File: config.mk
export PLATFORM = sky130hd
export DESIGN_NAME = adaptive_threshold
export DESIGN_NICKNAME = d
export VERILOG_FILES = /design/src/rtl/adaptive_threshold_pkg.sv /design/src/rtl/threshold_cmp.sv /design/src/rtl/adaptive_threshold.sv
export SDC_FILE = /design/constraint.sdc
export NUM_CORES = 1
export LEC_CHECK = 0
export CORE_MARGIN = 2
export CORE_UTILIZATION = 39
export DETAILED_ROUTE_END_ITERATION = 10
export HOLD_SLACK_MARGIN = 0.02
export SKIP_LAST_GASP = 1
export SLEW_MARGIN = 25
export SYNTH_ARGS = -nofsm -noshare
export SYNTH_HDL_FRONTEND = slang
export SYNTH_SLANG_ARGS = --single-unit
File: constraint.sdc
create_clock -name clock -period 9.8 [get_ports clock]
set_input_delay 1.47 -clock clock [delete_from_list [all_inputs] [get_ports clock]]
set_output_delay 1.47 -clock clock [all_outputs]
set_load 0.01 [all_outputs]
File: src/rtl/adaptive_threshold_pkg.sv
// Shared definitions for the adaptive threshold stage: output pixel levels,
// controller state encoding and the pixel-index width helper.
package adaptive_threshold_pkg;

  localparam logic [7:0] PIXEL_WHITE = 8'hFF;
  localparam logic [7:0] PIXEL_BLACK = 8'h00;

  typedef enum logic [1:0] {
    IDLE  = 2'd0,
    RUN   = 2'd1,
    DRAIN = 2'd2,
    DONE  = 2'd3
  } state_t;

  // Width of a linear pixel index (row bits on top of column bits).
  function automatic int idx_bits(input int width_bits, input int height_bits);
    return width_bits + height_bits;
  endfunction

endpackage

File: src/rtl/threshold_cmp.sv
// Combinational threshold decision: white when pixel + C exceeds the local
// mean. The sum is formed in 9 bits so large offsets never wrap around.
module threshold_cmp
  import adaptive_threshold_pkg::*;
(
  input  logic [7:0] pixel,
  input  logic [7:0] mean,
  input  logic [7:0] offset,
  output logic [7:0] result
);

  logic [8:0] biased_sum;

  assign biased_sum = {1'b0, pixel} + {1'b0, offset};
  // A tie (pixel + C == mean) is black.
  assign result = (biased_sum > {1'b0, mean}) ? PIXEL_WHITE : PIXEL_BLACK;

endmodule

File: src/rtl/adaptive_threshold.sv
// Adaptive threshold stage: walks every pixel once in raster order, reads the
// original and mean images at the same address and writes a 255/0 image plus
// a count of white pixels. One pixel per clock through a two-stage pipeline:
// address register -> memory data (stage 1) -> result register (stage 2).
module adaptive_threshold
  import adaptive_threshold_pkg::*;
#(
  parameter int WIDTH_BITS  = 7,
  parameter int HEIGHT_BITS = 7
) (
  input  logic                              clock,
  input  logic                              reset,
  input  logic                              iStart,
  input  logic [7:0]                        iOffset,
  output logic [WIDTH_BITS-1:0]             oReadCol,
  output logic [HEIGHT_BITS-1:0]            oReadRow,
  input  logic [7:0]                        iImageData,
  input  logic [7:0]                        iMeanData,
  output logic [WIDTH_BITS-1:0]             oResultCol,
  output logic [HEIGHT_BITS-1:0]            oResultRow,
  output logic [7:0]                        oResultData,
  output logic                              oResultWren,
  output logic                              oBusy,
  output logic                              finished,
  output logic [WIDTH_BITS+HEIGHT_BITS:0]   oWhiteCount
);

  localparam int IDX_BITS = idx_bits(WIDTH_BITS, HEIGHT_BITS);
  localparam int CNT_BITS = IDX_BITS + 1;
  // The image is a power-of-two size, so the last index is all ones.
  localparam logic [IDX_BITS-1:0] LAST_IDX = '1;

  state_t state_reg, state_next;

  logic                accept;
  logic                issue;
  logic                finish;

  logic [7:0]          offset_reg;
  logic [IDX_BITS-1:0] pos_reg;
  logic                s1_valid_reg;
  logic [IDX_BITS-1:0] s1_pos_reg;
  logic                wren_reg;
  logic [IDX_BITS-1:0] res_pos_reg;
  logic [7:0]          res_data_reg;
  logic [CNT_BITS-1:0] count_reg;
  logic                busy_reg;
  logic                finished_reg;
  logic [7:0]          cmp_result;

  threshold_cmp u_cmp (
    .pixel  (iImageData),
    .mean   (iMeanData),
    .offset (offset_reg),
    .result (cmp_result)
  );

  // Controller state register.
  always_ff @(posedge clock or posedge reset) begin
    if (reset) state_reg <= IDLE;
    else       state_reg <= state_next;
  end

  // Next-state logic; iStart only matters when no pass is in flight.
  always_comb begin
    state_next = state_reg;
    case (state_reg)
      IDLE, DONE: if (iStart) state_next = RUN;
      RUN:        if (pos_reg == LAST_IDX) state_next = DRAIN;
      // Stage 2 empties on the same edge that stage 1 is seen empty.
      DRAIN:      if (!s1_valid_reg) state_next = DONE;
      default:    state_next = IDLE;
    endcase
  end

  // Control strobes decoded from the current state.
  always_comb begin
    accept = 1'b0;
    issue  = 1'b0;
    finish = 1'b0;
    case (state_reg)
      IDLE, DONE: accept = iStart;
      RUN:        issue  = 1'b1;
      DRAIN:      finish = !s1_valid_reg;
      default:    ;
    endcase
  end

  // Read address generator and stage-1 valid/address tracking.
  always_ff @(posedge clock or posedge reset) begin
    if (reset) begin
      offset_reg   <= 8'd0;
      pos_reg      <= '0;
      s1_valid_reg <= 1'b0;
      s1_pos_reg   <= '0;
    end else begin
      s1_valid_reg <= issue;
      if (accept) begin
        offset_reg <= iOffset;
        pos_reg    <= '0;
      end
      if (issue) begin
        s1_pos_reg <= pos_reg;
        // Hold on the last address; the state machine leaves RUN here.
        if (pos_reg != LAST_IDX) pos_reg <= pos_reg + IDX_BITS'(1);
      end
    end
  end

  // Stage 2: register the decision and write strobe; accumulate whites.
  always_ff @(posedge clock or posedge reset) begin
    if (reset) begin
      wren_reg     <= 1'b0;
      res_pos_reg  <= '0;
      res_data_reg <= 8'd0;
      count_reg    <= '0;
    end else begin
      wren_reg <= s1_valid_reg;
      if (accept) count_reg <= '0;
      if (s1_valid_reg) begin
        res_pos_reg  <= s1_pos_reg;
        res_data_reg <= cmp_result;
        if (cmp_result == PIXEL_WHITE) count_reg <= count_reg + CNT_BITS'(1);
      end
    end
  end

  // Busy / finished status flags.
  always_ff @(posedge clock or posedge reset) begin
    if (reset) begin
      busy_reg     <= 1'b0;
      finished_reg <= 1'b0;
    end else if (accept) begin
      busy_reg     <= 1'b1;
      finished_reg <= 1'b0;
    end else if (finish) begin
      busy_reg     <= 1'b0;
      finished_reg <= 1'b1;
    end
  end

  assign oReadCol    = pos_reg[WIDTH_BITS-1:0];
  assign oReadRow    = pos_reg[IDX_BITS-1:WIDTH_BITS];
  assign oResultCol  = res_pos_reg[WIDTH_BITS-1:0];
  assign oResultRow  = res_pos_reg[IDX_BITS-1:WIDTH_BITS];
  assign oResultData = res_data_reg;
  assign oResultWren = wren_reg;
  assign oBusy       = busy_reg;
  assign finished    = finished_reg;
  assign oWhiteCount = count_reg;

endmodule

==> parameters.txt, run 1 <==
Parameter                              Value

Layout
  Number of nets in the final layout ... 483
  Most frequent standard cell in the layout excluding fill and tap cells ... clkdlybuf4s50_1
  Most used cells in the layout excluding fill and tap cells ... clkdlybuf4s50_1 (80), dfrtp_1 (72), mux2_2 (36)
  Flip-flop count of the largest register after layout ... 15
  P&R area growth vs syn ... 29.61%
  Final cell area excluding filler cells ... 4886 um^2
  Utilization after layout ... 0.5238
  Antenna diodes ... 0
  Share of final-layout standard cells stronger than drive strength 1 ... 0.1458

Clock network
  Maximum level of the CTS H-tree ... 3
  CTS hold repair buffers ... 0
  Number of CTS-inserted buffers ... 9
  Clock transition at the register clock pins on the worst setup and hold paths after CTS ... 80 ps
  Post-cts gate resize count ... 0
  Number of sinks driven by the clock tree ... 72
  Clock latency on the worst-skew pair ... 340 ps
  Clk Tree Root Cell ... clkbuf_8
  Maximum count of clock buffers along a single path ... 2
  Total setup buffers inserted after CTS ... 0
  Clock tree from TritonCTS ... yes

Setup path
  Worst EP required ... 10,030 ps
  Cell breakdown of the critical path ... clkdlybuf4s50_1, ha_1, inv_1, fa_1, nor2b_1, o31a_1, o21a_1, nor2_1, xnor2_1, ha_1, a211oi_1, o211ai_1, o211ai_1, and3_1, nor3b_1, a221o_1
  Cell at the slowest stage of the critical path ... and3_1
  Cell count of the worst reg-to-reg path ... 15
  Worst path max stage delay ... 520 ps
  RR Endpoint ... oWhiteCount[11]$_DFF_PP0_
  Data arrival time of the critical path ... 5080 ps
  Highest fanout seen on the critical path ... 16
  Startpoint type of the worst setup path ... input pin
  Setup slack, reg-to-reg ... 6150 ps
  Worst Setup Path Type ... input pin to flip-flop
  Launch point of the worst reg-to-reg path ... offset_reg[0]$_DFFE_PP0P_
  Critical Path End Type ... flip-flop

Floorplanning
  Row count ... 35
  Vertical die dimension ... 102.3 um
  Chip Width ... 102.3 um
  Die area ... 10,470 um^2
  Initial standard-cell utilization of the core ... 0.4042
  CORE AREA ... 9328 um^2
  Count of pins on the block boundary ... 81

Yosys
  Average size of a mapped cell ... 10.50 um^2
  Number of unique standard cell types used by synthesis ... 50
  Net count of the mapped netlist ... 408
  Synth Register Bits ... 72
  Summed instance area of the synthesized netlist ... 3770 um^2
  Sequential element share of the synthesized area ... 0.4779
  Number of warnings reported in the yosys synthesis log ... 0
  Main flop type after synthesis ... dfrtp_1
  Share of synthesized registers carrying an async set or reset ... 1.000
  Number of enable flip-flop cells after synthesis ... 0
  Post-Syn Instances ... 359

STA
  Headroom to the max-slew limit ... 0.3526
  Total negative setup slack ... 0 ps
  Slew at the pin closest to its max-slew limit ... 971.1 ps
  RSZ-0062 raised after global routing ... no
  Share of the clock period used by the worst path ... 0.4956
  Min Clock Period, post-route ... 4857 ps
  Final count of hold timing violations ... 0
  Smallest setup slack after layout ... 4943 ps
  Finish-stage setup viols ... 0
  Clock Skews ... 6.178 ps
  Achievable Freq ... 205.9 MHz
  Number of pins with negative max-slew slack in the final report ... 0

Power and ir drop
  Int Power ... 498.8 uW
  Standby leakage power ... 2.037 nW
  Sw power ... 176.0 uW
  Proportion of power drawn by the clock network ... 0.395
  Final Total Pwr ... 674.8 uW
  Pwr dens ... 138.1 nW/um^2
  Sequential cell fraction of total power ... 0.473
  Max IR drop VDD ... 0.09150 mV
  Fraction of power spent switching nets ... 0.2608
  Combinational cell fraction of total power ... 0.132

Drt
  Via density per instance ... 5.178
  DRC errors left ... 0
  Wirelength per Cell ... 14.40 um
  Count of vias placed by the detailed router ... 2,941
  Detailed-router iteration count before antenna repair ... 4
  Detailed Route WL ... 8180 um
  Post-DRT Antenna Nets ... 0
  Number of design-rule violations left by the first detailed-router iteration ... 67

Worst hold path
  Worst hold path stage count ... 1
  Worst hold endpoint ... res_pos_reg[1]$_DFFE_PP0P_
  Worst hold path class ... flip-flop to flip-flop
  Startpoint of the lowest-slack hold path ... res_pos_reg[1]$_DFFE_PP0P_

Flow run
  Number of violations of the max-capacitance limit ... 0

GRT
  Largest net degree at the start of global routing ... 73
  Global Route Usage Sum ... 0.1702
  Wire length of the first global-routing pass ... 14,020 um
  Via count of the first global-routing pass ... 2,937
  Residual overflow from global routing ... 0
  Number of antenna violations at the first check in global routing ... 0

Placement
  HPWL reported at the end of detailed placement ... 5649 um
  DP Worst Slack ... 4604 ps
  Placer congestion estimate ... 0.8259
  Port buffer count ... 80
  Placed standard-cell area ... 4632 um^2

Run status
  Status ... complete, no violations
Yosys cell counts (all sizes together), types with 2 or more instances:
| master | n | area share |
|---|---|---|
| ha | 21 | 0.070 |
| o211ai | 2 | 0.0040 |
| nand3 | 17 | 0.024 |
| nor3 | 4 | 0.0066 |
| xnor2 | 7 | 0.016 |
| and4 | 2 | 0.0046 |
| o31ai | 6 | 0.013 |
| nand2b | 2 | 0.0033 |
| buf | 14 | 0.025 |
| nand2 | 26 | 0.026 |
| dfrtp | 72 | 0.48 |
| o21ai | 29 | 0.039 |
| o41ai | 2 | 0.0046 |
| or3 | 12 | 0.020 |
| clkbuf | 4 | 0.0040 |
| nor3b | 2 | 0.0040 |
| a21o | 6 | 0.012 |
| o21bai | 2 | 0.0040 |
| a31oi | 3 | 0.0050 |
| and3 | 3 | 0.0050 |
| nand4 | 2 | 0.0033 |
| and2 | 3 | 0.0050 |
| or2 | 2 | 0.0033 |
| nor2b | 2 | 0.0033 |
| nor2 | 12 | 0.013 |
| o21a | 2 | 0.0040 |
| a22o | 2 | 0.0046 |
| mux2 | 36 | 0.11 |
| a21oi | 19 | 0.025 |
| inv | 30 | 0.030 |
critical path: cells and delay by family:
kind	cells	cell delay, ps
simple gates	4	840
fa+ha+maj	3	860
buf+inv	2	510
compound gates	6	1280
xor+xnor	1	130
power groups by stage:
| stage | registers (mW) | logic, mW | clock network, mW |
|---|---|---|---|
| 2_1_floorplan | 0.326 | 0.0466 | 0 |
| 3_3_place_gp | 0.324 | 0.0871 | 0 |
| 3_5_place_dp | 0.325 | 0.0891 | 0 |
| 4_1_cts | 0.319 | 0.0893 | 0.275 |
| 5_1_grt | 0.321 | 0.0993 | 0.290 |
| 6_report | 0.319 | 0.0893 | 0.266 |
metal layers:
layer  wire length, um  global-route usage
met5                 0                   0
met4                58             0.02667
met1              3776              0.2157
met2              3839              0.2869
met3               506             0.06088
area by class of cell:
class / instances / area [um^2]
inverters: 30 / 112.6
flip-flops and latches: 72 / 1802
fillers: 857 / 4442
well taps: 129 / 161.4
clock inverters: 7 / 102.6
clock buffers: 9 / 123.9
repair buffers: 82 / 835.8
multi-input cells: 239 / 1748
worst max-delay path by stage:
stage	slack, ps	cells after the start	to	from
6_report	4940	16	oWhiteCount[11]$_DFF_PP0_	iImageData[0]
3_3_place_gp	4740	16	oWhiteCount[11]$_DFF_PP0_	iImageData[0]
3_5_place_dp	4600	16	oWhiteCount[11]$_DFF_PP0_	iImageData[0]
2_1_floorplan	5480	17	oWhiteCount[11]$_DFF_PP0_	iImageData[0]
4_1_cts	4970	16	oWhiteCount[11]$_DFF_PP0_	iImageData[0]
5_1_grt	4690	15	oWhiteCount[11]$_DFF_PP0_	iImageData[0]
kinds of logic after synthesis:
group | count (synthesis) | share of synthesized area
and+or+nand+nor | 92 | 0.1278
AOI/OAI and AO/OA | 80 | 0.1321
DFF | 72 | 0.4779
buffers and inverters | 48 | 0.05841
muxes | 37 | 0.1102
adders and majority gates | 22 | 0.07501
xor gates and xnor gates | 8 | 0.01859
through the flow:
step	cells	hold slack (ps)
detailed placement	551	490.4
floorplan	359	363.0
CTS	567	511.8
global placement	551	484.1
global route	568	525.7
finish	568	507.8
Note: power is estimated with default switching activity, not from simulation.
==> inputs of run 2 (changes only) <==
==> constraint.sdc (replaced) <==
create_clock -name clock -period 5 [get_ports clock]
set_input_delay 0.75 -clock clock [delete_from_list [all_inputs] [get_ports clock]]
set_output_delay 0.75 -clock clock [all_outputs]
set_load 0.01 [all_outputs]
==> parameters.txt, run 2 (synthesized netlist as in run 1, its figures left out) <==
Parameter                              Value

Run status
  Status ... complete, no violations

Floorplanning
  Chip Width ... 102.3 um (unchanged)
  Initial standard-cell utilization of the core ... 0.4042 (unchanged)
  Row count ... 35 (unchanged)
  Count of pins on the block boundary ... 81 (unchanged)
  CORE AREA ... 9328 um^2 (unchanged)
  Vertical die dimension ... 102.3 um (unchanged)
  Die area ... 10,470 um^2 (unchanged)

Drt
  Via density per instance ... 5.192 (+0.28%)
  Number of design-rule violations left by the first detailed-router iteration ... 91 (+36%)
  Detailed Route WL ... 8251 um (+0.87%)
  Post-DRT Antenna Nets ... 0 (unchanged)
  Wirelength per Cell ... 14.55 um (+1.0%)
  DRC errors left ... 0 (unchanged)
  Count of vias placed by the detailed router ... 2,944 (+0.10%)
  Detailed-router iteration count before antenna repair ... 5 (+1)

Clock network
  CTS hold repair buffers ... 0 (unchanged)
  Number of CTS-inserted buffers ... 9 (unchanged)
  Clock tree from TritonCTS ... yes
  Maximum count of clock buffers along a single path ... 2 (unchanged)
  Clock latency on the worst-skew pair ... 350 ps (about the same)
  Total setup buffers inserted after CTS ... 0 (unchanged)
  Post-cts gate resize count ... 0 (unchanged)
  Number of sinks driven by the clock tree ... 72 (unchanged)
  Clk Tree Root Cell ... clkbuf_8
  Maximum level of the CTS H-tree ... 3 (unchanged)
  Clock transition at the register clock pins on the worst setup and hold paths after CTS ... 80 ps (about the same)

Placement
  Port buffer count ... 80 (unchanged)
  Placed standard-cell area ... 4632 um^2 (unchanged)
  Placer congestion estimate ... 0.8140 (-1.4%)
  HPWL reported at the end of detailed placement ... 5758 um (+1.9%)

STA
  Clock Skews ... 6.961 ps (+0.7831 ps)
  Number of pins with negative max-slew slack in the final report ... 0 (unchanged)
  Min Clock Period, post-route ... 4102 ps
  Share of the clock period used by the worst path ... 0.8204
  Total negative setup slack ... 0 ps (unchanged)
  Finish-stage setup viols ... 0 (unchanged)
  Final count of hold timing violations ... 0 (unchanged)
  Achievable Freq ... 243.8 MHz
  Slew at the pin closest to its max-slew limit ... 969.1 ps (-2.002 ps)
  RSZ-0062 raised after global routing ... no
  Worst hold slack across all endpoints ... 506.0 ps (-1.857 ps)
  Headroom to the max-slew limit ... 0.3539 (+0.001335)

Power and ir drop
  Pwr dens ... 265.0 nW/um^2 (+92%)
  Final Total Pwr ... 1.285 mW (+90%)
  Max IR drop VDD ... 0.1643 mV (+80%)
  Standby leakage power ... 2.020 nW (-0.85%)

Layout
  Most frequent standard cell in the layout excluding fill and tap cells ... clkdlybuf4s50_1
  Antenna diodes ... 0 (unchanged)
  Final cell area excluding filler cells ... 4848 um^2 (-0.77%)
  Number of filler instances in the final layout ... 851 (-0.70%)
  P&R area growth vs syn ... 28.61%
  Number of nets in the final layout ... 482 (-0.21%)
  Share of final-layout standard cells stronger than drive strength 1 ... 0.1438 (-0.001950)
  Flip-flop count of the largest register after layout ... 15 (unchanged)
  Most used cells in the layout excluding fill and tap cells ... clkdlybuf4s50_1 (80), dfrtp_1 (72), mux2_2 (36)

Setup path
  Startpoint of the most critical setup path ... iImageData[0]
  Startpoint type of the worst setup path ... input pin
  Launch point of the worst reg-to-reg path ... offset_reg[0]$_DFFE_PP0P_
  Setup slack, reg-to-reg ... 1400 ps (-4750 ps)
  Highest fanout seen on the critical path ... 16 (unchanged)
  Cell at the slowest stage of the critical path ... and3_1
  Cell breakdown of the critical path ... clkdlybuf4s50_1, ha_1, inv_1, fa_1, nor2b_1, o31a_1, o21a_1, nor2_1, xnor2_1, ha_1, a211oi_1, o211ai_1, o211ai_1, and3_1, nor3b_1, a221o_1
  Data arrival time of the critical path ... 4330 ps (-750 ps)
  Worst path max stage delay ... 530 ps (about the same)
  Worst Setup Path Type ... input pin to flip-flop
  RR Endpoint ... oWhiteCount[11]$_DFF_PP0_
  Critical Path End Type ... flip-flop
  Cell count of the worst reg-to-reg path ... 15 (unchanged)
  Worst EP required ... 5230 ps (-4800 ps)

Flow run
  Number of violations of the max-capacitance limit ... 0 (unchanged)

Worst hold path
  Startpoint of the lowest-slack hold path ... s1_pos_reg[4]$_DFFE_PP0P_
  Worst hold path class ... flip-flop to flip-flop
  Worst hold endpoint ... s1_pos_reg[4]$_DFFE_PP0P_
  Worst hold path stage count ... 1 (unchanged)

GRT
  Via count of the first global-routing pass ... 2,930 (-0.24%)
  Residual overflow from global routing ... 0 (unchanged)
  Number of antenna violations at the first check in global routing ... 0 (unchanged)
  Largest net degree at the start of global routing ... 45 (-38%)
  Global Route Usage Sum ... 0.1718 (+0.001637)
  Wire length of the first global-routing pass ... 13,990 um (-0.24%)
## run 2: cell types whose count changed in the layout (fill, tap and decap cells not counted), sizes merged
cell | before | now
buf | 2 | 1
clkinv | 2 | 3
clkbuf | 9 | 11
inv | 32 | 30
bufinv | 2 | 1
## run 2: metrics by stage
step / setup WS [ps] / utilization / cells
3_5_place_dp: 572.5 / 0.4966 / 551
3_3_place_gp: 656.2 / 0.4966 / 551
2_1_floorplan: 1400 / - / 359
5_1_grt: 630.2 / 0.5198 / 567
4_1_cts: 925.5 / 0.5197 / 567
6_report: 898.0 / 0.5198 / 567
## run 2: report_power, final
group | switching, mW | total [mW] | internal [mW]
Combinational | 0.0818 | 0.172 | 0.0906
Sequential | 0.0263 | 0.625 | 0.599
Clock | 0.226 | 0.487 | 0.261
## run 2: routing by layer
| metal | share of wire | up-vias | GRT usage |
|---|---|---|---|
| li1 | - | 1406 | - |
| met1 | 0.46 | 1453 | 0.2241 |
| met2 | 0.47 | 77 | 0.2804 |
| met3 | 0.062 | 8 | 0.05472 |
| met4 | 0.0099 | 0 | 0.04103 |
| met5 | 0 | - | 0 |
## run 2: worst max path at each step
stage	slack (ps)	cells past startpoint	to
after floorplan	1400	17	oWhiteCount[11]$_DFF_PP0_
after global placement	660	16	oWhiteCount[11]$_DFF_PP0_
after detailed placement	570	16	oWhiteCount[11]$_DFF_PP0_
after CTS	930	16	oWhiteCount[11]$_DFF_PP0_
after global routing	630	15	oWhiteCount[11]$_DFF_PP0_
final	900	16	oWhiteCount[11]$_DFF_PP0_
## run 2: final cells by class
class	count	area, um^2	share of cell area
flip-flops and latches	72	1802	0.3716
inverters	30	113.9	0.02348
well taps	129	161.4	0.03329
multi-input cells	239	1748	0.3605
clock inverters	5	63.81	0.01316
clock buffers	11	151.4	0.03123
repair buffers	81	808.3	0.1667
## run 2: worst max-delay path, delay by kind of cell
family                     cells  cell delay [ps]
adders and majority gates      3              850
xor gates and xnor gates       1              130
AOI/OAI and AO/OA              6             1250
and+or+nand+nor                4              840
buffers and inverters          2              510
